==> src/rtl/div16u8_restoring_seq_if.sv <==
// rtl/div16u8_restoring_seq_if.sv - operand/result handshake bundle for the restoring divider
interface div16u8_restoring_seq_if #(
  parameter int DIVIDEND_W = 16,
  parameter int DIVISOR_W  = 8
);

  // Operand channel
  logic                  in_valid;
  logic                  in_ready;
  logic [DIVIDEND_W-1:0] dividend;
  logic [DIVISOR_W-1:0]  divisor;

  // Result channel
  logic                  out_valid;
  logic                  out_ready;
  logic [DIVIDEND_W-1:0] quotient;
  logic [DIVISOR_W-1:0]  remainder;
  logic                  div_by_zero;

  // Producer of operands / consumer of results
  modport master (
    output in_valid,
    input  in_ready,
    output dividend,
    output divisor,
    input  out_valid,
    output out_ready,
    input  quotient,
    input  remainder,
    input  div_by_zero
  );

  // The divider itself
  modport slave (
    input  in_valid,
    output in_ready,
    input  dividend,
    input  divisor,
    output out_valid,
    input  out_ready,
    output quotient,
    output remainder,
    output div_by_zero
  );

endinterface

==> src/rtl/div16u8_restoring_seq.sv <==
// rtl/div16u8_restoring_seq.sv - radix-2 restoring unsigned divider, one quotient bit per cycle
module div16u8_restoring_seq #(
  parameter int DIVIDEND_W = 16,
  parameter int DIVISOR_W  = 8
) (
  input logic                    clk,
  input logic                    rst_n,
  div16u8_restoring_seq_if.slave bus
);

  // Partial remainder carries one extra bit so the trial compare never overflows.
  localparam int R_W   = DIVISOR_W + 1;
  localparam int CNT_W = $clog2(DIVIDEND_W + 1);

  typedef enum logic [1:0] {
    IDLE = 2'd0,
    BUSY = 2'd1,
    DONE = 2'd2
  } state_e;

  state_e                state_q, state_d;
  logic [DIVIDEND_W-1:0] qsh_q, qsh_d;     // dividend shifting out / quotient shifting in
  logic [DIVISOR_W-1:0]  dvsr_q, dvsr_d;   // latched divisor
  logic [R_W-1:0]        prem_q, prem_d;   // partial remainder
  logic [CNT_W-1:0]      cnt_q, cnt_d;     // iterations still to run
  logic [DIVIDEND_W-1:0] quot_q, quot_d;
  logic [DIVISOR_W-1:0]  rem_q, rem_d;
  logic                  dbz_q, dbz_d;

  logic [R_W:0]          trial;
  logic                  fits;
  logic [R_W-1:0]        prem_step;
  logic [DIVIDEND_W-1:0] qsh_step;

  // One restoring step: bring down the next dividend bit, subtract if the divisor fits.
  // The top bit of prem_q is always zero between steps, so dropping it on the way back is lossless.
  always_comb begin
    trial = {prem_q, qsh_q[DIVIDEND_W-1]};
    fits  = (trial >= {2'b00, dvsr_q});
    if (fits) begin
      prem_step = R_W'(trial - {2'b00, dvsr_q});
    end else begin
      prem_step = R_W'(trial);
    end
    qsh_step = {qsh_q[DIVIDEND_W-2:0], fits};
  end

  // Next-state and datapath update; every register holds unless its state says otherwise.
  always_comb begin
    state_d = state_q;
    qsh_d   = qsh_q;
    dvsr_d  = dvsr_q;
    prem_d  = prem_q;
    cnt_d   = cnt_q;
    quot_d  = quot_q;
    rem_d   = rem_q;
    dbz_d   = dbz_q;

    case (state_q)
      IDLE: begin
        // in_ready is high throughout IDLE, so in_valid alone marks acceptance.
        if (bus.in_valid) begin
          if (bus.divisor != '0) begin
            state_d = BUSY;
            qsh_d   = bus.dividend;
            dvsr_d  = bus.divisor;
            prem_d  = '0;
            cnt_d   = CNT_W'(DIVIDEND_W);
          end else begin
            // Zero divisor short-circuits straight to a flagged, saturated result.
            state_d = DONE;
            quot_d  = '1;
            rem_d   = bus.dividend[DIVISOR_W-1:0];
            dbz_d   = 1'b1;
          end
        end
      end

      BUSY: begin
        qsh_d  = qsh_step;
        prem_d = prem_step;
        cnt_d  = cnt_q - CNT_W'(1);
        if (cnt_q == CNT_W'(1)) begin
          state_d = DONE;
          quot_d  = qsh_step;
          rem_d   = DIVISOR_W'(prem_step);
          dbz_d   = 1'b0;
        end
      end

      DONE: begin
        // Result held until the consumer takes it; no new operand on the same edge.
        if (bus.out_ready) begin
          state_d = IDLE;
        end
      end

      default: begin
        state_d = IDLE;
      end
    endcase
  end

  // State register; reset aborts any division in flight.
  always_ff @(posedge clk or negedge rst_n) begin
    if (!rst_n) begin
      state_q <= IDLE;
    end else begin
      state_q <= state_d;
    end
  end

  // Datapath and result registers, cleared so outputs are never X after reset.
  always_ff @(posedge clk or negedge rst_n) begin
    if (!rst_n) begin
      qsh_q  <= '0;
      dvsr_q <= '0;
      prem_q <= '0;
      cnt_q  <= '0;
      quot_q <= '0;
      rem_q  <= '0;
      dbz_q  <= 1'b0;
    end else begin
      qsh_q  <= qsh_d;
      dvsr_q <= dvsr_d;
      prem_q <= prem_d;
      cnt_q  <= cnt_d;
      quot_q <= quot_d;
      rem_q  <= rem_d;
      dbz_q  <= dbz_d;
    end
  end

  assign bus.in_ready    = (state_q == IDLE);
  assign bus.out_valid   = (state_q == DONE);
  assign bus.quotient    = quot_q;
  assign bus.remainder   = rem_q;
  assign bus.div_by_zero = dbz_q;

endmodule
==> src/flat_wrapper.sv <==
// flat-port wrapper written by rule: the top's interface ports become plain ports
module div16u8_restoring_seq_flat 
#(
  parameter int DIVIDEND_W = 16,
  parameter int DIVISOR_W  = 8
)
  (clk, rst_n, bus_in_valid, bus_in_ready, bus_dividend, bus_divisor, bus_out_valid, bus_out_ready, bus_quotient, bus_remainder, bus_div_by_zero);
  div16u8_restoring_seq_if #(.DIVIDEND_W(DIVIDEND_W), .DIVISOR_W(DIVISOR_W)) bus_i ();
  input logic clk;
  input logic rst_n;
  input wire logic [$bits(bus_i.in_valid)-1:0] bus_in_valid;
  output wire logic [$bits(bus_i.in_ready)-1:0] bus_in_ready;
  input wire logic [$bits(bus_i.dividend)-1:0] bus_dividend;
  input wire logic [$bits(bus_i.divisor)-1:0] bus_divisor;
  output wire logic [$bits(bus_i.out_valid)-1:0] bus_out_valid;
  input wire logic [$bits(bus_i.out_ready)-1:0] bus_out_ready;
  output wire logic [$bits(bus_i.quotient)-1:0] bus_quotient;
  output wire logic [$bits(bus_i.remainder)-1:0] bus_remainder;
  output wire logic [$bits(bus_i.div_by_zero)-1:0] bus_div_by_zero;
  assign bus_i.in_valid = bus_in_valid;
  assign bus_in_ready = bus_i.in_ready;
  assign bus_i.dividend = bus_dividend;
  assign bus_i.divisor = bus_divisor;
  assign bus_out_valid = bus_i.out_valid;
  assign bus_i.out_ready = bus_out_ready;
  assign bus_quotient = bus_i.quotient;
  assign bus_remainder = bus_i.remainder;
  assign bus_div_by_zero = bus_i.div_by_zero;
  div16u8_restoring_seq #(.DIVIDEND_W(DIVIDEND_W), .DIVISOR_W(DIVISOR_W)) u_core (.clk(clk), .rst_n(rst_n), .bus(bus_i));
endmodule
==> config.mk <==
export PLATFORM = sky130hd
export DESIGN_NAME = div16u8_restoring_seq_flat
export DESIGN_NICKNAME = d
export VERILOG_FILES = /design/src/rtl/div16u8_restoring_seq_if.sv /design/src/rtl/div16u8_restoring_seq.sv /design/src/flat_wrapper.sv
export SDC_FILE = /design/constraint.sdc
export NUM_CORES = 1
export LEC_CHECK = 0
export CORE_MARGIN = 2
export CORE_UTILIZATION = 53
export CTS_CLUSTER_DIAMETER = 30
export CTS_CLUSTER_SIZE = 10
export DETAILED_ROUTE_END_ITERATION = 10
export PLACE_DENSITY = 0.77
export SKIP_CTS_REPAIR_TIMING = 1
export SLEW_MARGIN = 15
export SYNTH_ARGS = -nofsm -noshare
export SYNTH_HDL_FRONTEND = slang
export SYNTH_SLANG_ARGS = --single-unit
==> constraint.sdc <==
create_clock -name clk -period 2.6 [get_ports clk]
set_input_delay 0.26 -clock clk [delete_from_list [all_inputs] [get_ports clk]]
set_output_delay 0.26 -clock clk [all_outputs]
set_load 0.005 [all_outputs]
==> results.tsv <==
stage	metric	value	unit
setup_path	slowest_delay	0.42	ns
placed_design	gp_congestion	0.863	
timing	clock_skew	0.00876	ns
floorplan	core	5960	um^2
setup_path	rr_worst_depth	10	
setup_path	worstPathArrival	2.69	ns
yosys	synth_top_family_by_area	simple AND/OR/NAND/NOR gates	
floorplan	io_pins	55	
clock_network	clock_sinks	65	
timing	tightest_slew	0.963	ns
clock_network	clockBufferDepth	2	
setup_path	worstPathCellList	inv_1, ha_1, inv_1, fa_1, a211oi_2, or2_4, a21oi_4, nor2_8, mux2_4, a31oi_2	
yosys	synthArstFlopShare	100	%
detailed_routing	wl_per_cell	15.8	um
yosys	synth_compound_area_share	17.0	%
layout	seqCellArea	1630	um^2
yosys	synth_mux_area_share	2.95	%
global_route	grt_pass1_wl	12100	um
clock_network	clockRootBuffer	clkbuf_8	
power_and_ir_drop	powerDensity	1460	nW/um^2
setup_path	slowest_stage	fa_1	
clock_network	htreeDepth	3	
setup_path	crit_required	2.86	ns
floorplan	rows	28	
yosys	synth_edf_count	0	
timing	max_freq	413	MHz
detailed_routing	drc	0	
clock_network	cts_tree	yes	
layout	fill_cells	487	
timing	rsz0062_at_grt	false	
floorplan	die-area	6810	um^2
timing	final-hold-violation-count	0	
global_route	track_usage	24.4	%
detailed_routing	routed_wirelength	7500	um
floorplan	die_w	82.5	um
setup_path	crit_top_cell	inv_1	
layout	syn2layout_area_growth	24.5	%
setup_path	critical_path_class	reg2reg	
yosys	ys_seq_area_share	49.8	%
layout	final_common_cell	dfrtp_1	
timing	finalSetupViolations	0	
yosys	netlist_area	3270	um^2
worst_hold_path	whs_path_depth	3	
clock_network	cts_made_buffers	9	
layout	multiInputGateArea	1490	um^2
yosys	synth_seq_cells	65	
timing	final.min_clock_period	2.42	ns
clock_network	cts.clk_slew.worst_paths	0.08	ns
placed_design	portBuffers	54	
layout	stdcell_area	4070	um^2
yosys	ys_types	52	
timing	slew_headroom	35.5	%
detailed_routing	drt_iter0_drc	167	
placed_design	pre_cts_ws	0.141	ns
detailed_routing	drtPass1Iterations	5	
status	outcome	complete, no violations	
yosys	avgSynthCellArea	9.64	um^2
layout	nets	434	
job	drv_cap	0	
yosys	ys_warn_count	0	
timing	fin_crit_sh	93.1	%
timing	slew_violations	0	
detailed_routing	post_drt_via_cell_ratio	5.56	
layout	antenna_cells	0	
timing	fin_ws	0.179	ns
global_route	first_global_vias	2520	
power_and_ir_drop	p_leak	0.00178	uW
worst_hold_path	hold_class	in2reg	
setup_path	startpoint_type	register	
power_and_ir_drop	peakVddDrop	0.733	mV
global_route	grt_max_degree	31	
yosys	synthAdderAreaFrac	4.44	%
floorplan	initial_core_util	54.9	%
yosys	netlist_instances	339	
setup_path	worst-path-max-fanout	9	
yosys	syn-num-nets	378	
detailed_routing	vias	2639	
yosys	synth_xor_xnor_area_share	1.88	%
placed_design	dpl_cell_area	3840	um^2
global_route	antenna_found_initial	0	
yosys	synthFlopType	dfrtp_1	
timing	tns	0	ns
layout	drive_above_1_share	10.5	%
detailed_routing	detail-route-antenna-nets	0	
setup_path	cp-end-kind	register	
yosys	synth_simple_gate_area_share	18.9	%
floorplan	dieHeight	82.5	um
global_route	gr-total-overflow	0	
clock_network	insertion_delay	0.34	ns
layout	mostFrequentLayoutCells	dfrtp_1, nand2_1, clkdlybuf4s50_1	
placed_design	post-dp-hpwl	5340	um
==> power breakdown <==
| group | total [uW] | internal, uW | leakage, uW | switching, uW |
|---|---|---|---|---|
| logic | 3130 | 1510 | 0.000924 | 1620 |
| registers | 1870 | 1520 | 0.000747 | 341 |
| clock network | 944 | 539 | 0.000106 | 405 |
| total | 5940 | 3570 | 0.00178 | 2370 |
==> cells in the mapped netlist (2+ instances only) <==
| cell type | instances | area share, % |
|---|---|---|
| a211oi_1 | 2 | 0.46 |
| a21o_1 | 7 | 1.6 |
| a21oi_1 | 8 | 1.2 |
| a31oi_1 | 17 | 3.3 |
| buf_2 | 6 | 0.92 |
| clkbuf_1 | 6 | 0.69 |
| clkbuf_8 | 4 | 1.7 |
| dfrtp_1 | 65 | 50 |
| ha_1 | 10 | 3.8 |
| inv_1 | 13 | 1.5 |
| mux2_4 | 3 | 1.4 |
| mux2i_1 | 4 | 1.2 |
| nand2_1 | 59 | 6.8 |
| nand2b_1 | 4 | 0.77 |
| nand3_1 | 6 | 0.92 |
| nand3b_1 | 2 | 0.46 |
| nor2_1 | 45 | 5.2 |
| nor3_1 | 8 | 1.2 |
| nor4_1 | 2 | 0.38 |
| o21ai_0 | 19 | 2.9 |
| o21ai_1 | 2 | 0.31 |
| o22a_1 | 10 | 2.7 |
| o22ai_1 | 3 | 0.57 |
| xnor2_1 | 3 | 0.80 |
| xor2_1 | 4 | 1.1 |
==> path summary, 6_finish.rpt <==
kind / slack [ns] / from / end
worst max-delay path: 0.18 / u_core.qsh_q[15]$_DFFE_PN0P_ / u_core.bus.remainder[5]$_DFFE_PN0P_
worst min-delay path: 0.47 / bus_dividend[9] / u_core.qsh_q[9]$_DFFE_PN0P_
worst max register to register: 0.18 / u_core.qsh_q[15]$_DFFE_PN0P_ / u_core.bus.remainder[5]$_DFFE_PN0P_
worst min register to register: 0.50 / u_core.bus.quotient[9]$_DFFE_PN0P_ / u_core.bus.quotient[9]$_DFFE_PN0P_
max in group asynchronous: 1.37 / rst_n / u_core.prem_q[6]$_DFFE_PN0P_
min in group asynchronous: 0.49 / rst_n / u_core.bus.quotient[3]$_DFFE_PN0P_
==> layout make-up <==
class / count / share of cell area [%]
multi-input combinational: 244 / 36.5
sequential: 65 / 40.0
tap: 75 / 2.30
timing repair buffer: 62 / 14.7
clock inverter: 7 / 2.30
clock buffer: 9 / 3.04
inverter: 13 / 1.20
==> sequential cells by signal, indices dropped and copies added, names as in the netlist <==
name,count
u_core.cnt_q,5
u_core.bus.remainder,8
u_core.bus.div_by_zero,1
u_core.state_q,2
u_core.prem_q,9
u_core.qsh_q,16
u_core.dvsr_q,8
u_core.bus.quotient,16
==> worst max-delay path: cells and delay by family (launching register included) <==
family / cells / cell delay, ns
compound gates: 3 / 0.52
fa+ha+maj: 2 / 0.58
mux: 1 / 0.34
flops: 1 / 0.38
buf+inv: 2 / 0.13
simple gates: 2 / 0.41
==> metrics by stage <==
stage / instances / total power [uW] / util, % / hold WS, ns
6_report: 475 / 5940 / 68.4 / 0.474
5_1_grt: 475 / 6420 / 68.4 / 0.478
4_1_cts: 474 / 5930 / 68.1 / -0.0313
3_5_place_dp: 458 / 4960 / 64.5 / 0.333
3_3_place_gp: 458 / 4850 / 64.5 / 0.330
2_1_floorplan: 339 / 4000 / - / -0.0356
==> layer usage <==
| layer | part of all wire (%) | track usage [%] |
|---|---|---|
| met1 | 44 | 32.1 |
| met2 | 48 | 38.6 |
| met3 | 5.7 | 5.76 |
| met4 | 2.2 | 10.3 |
| met5 | 0 | 0 |
==> kinds of logic (layout without fill, tap and decap cells) <==
kind of cell,Yosys count,after routing
AO/OA/AOI/OAI,80,80
XOR/XNOR,7,7
adder cells (fa/ha/maj),11,11
buffers and inverters,30,91
flip-flops,65,65
multiplexers,8,8
AND/OR/NAND/NOR,138,138
Note: power is estimated with default switching activity, not from simulation.
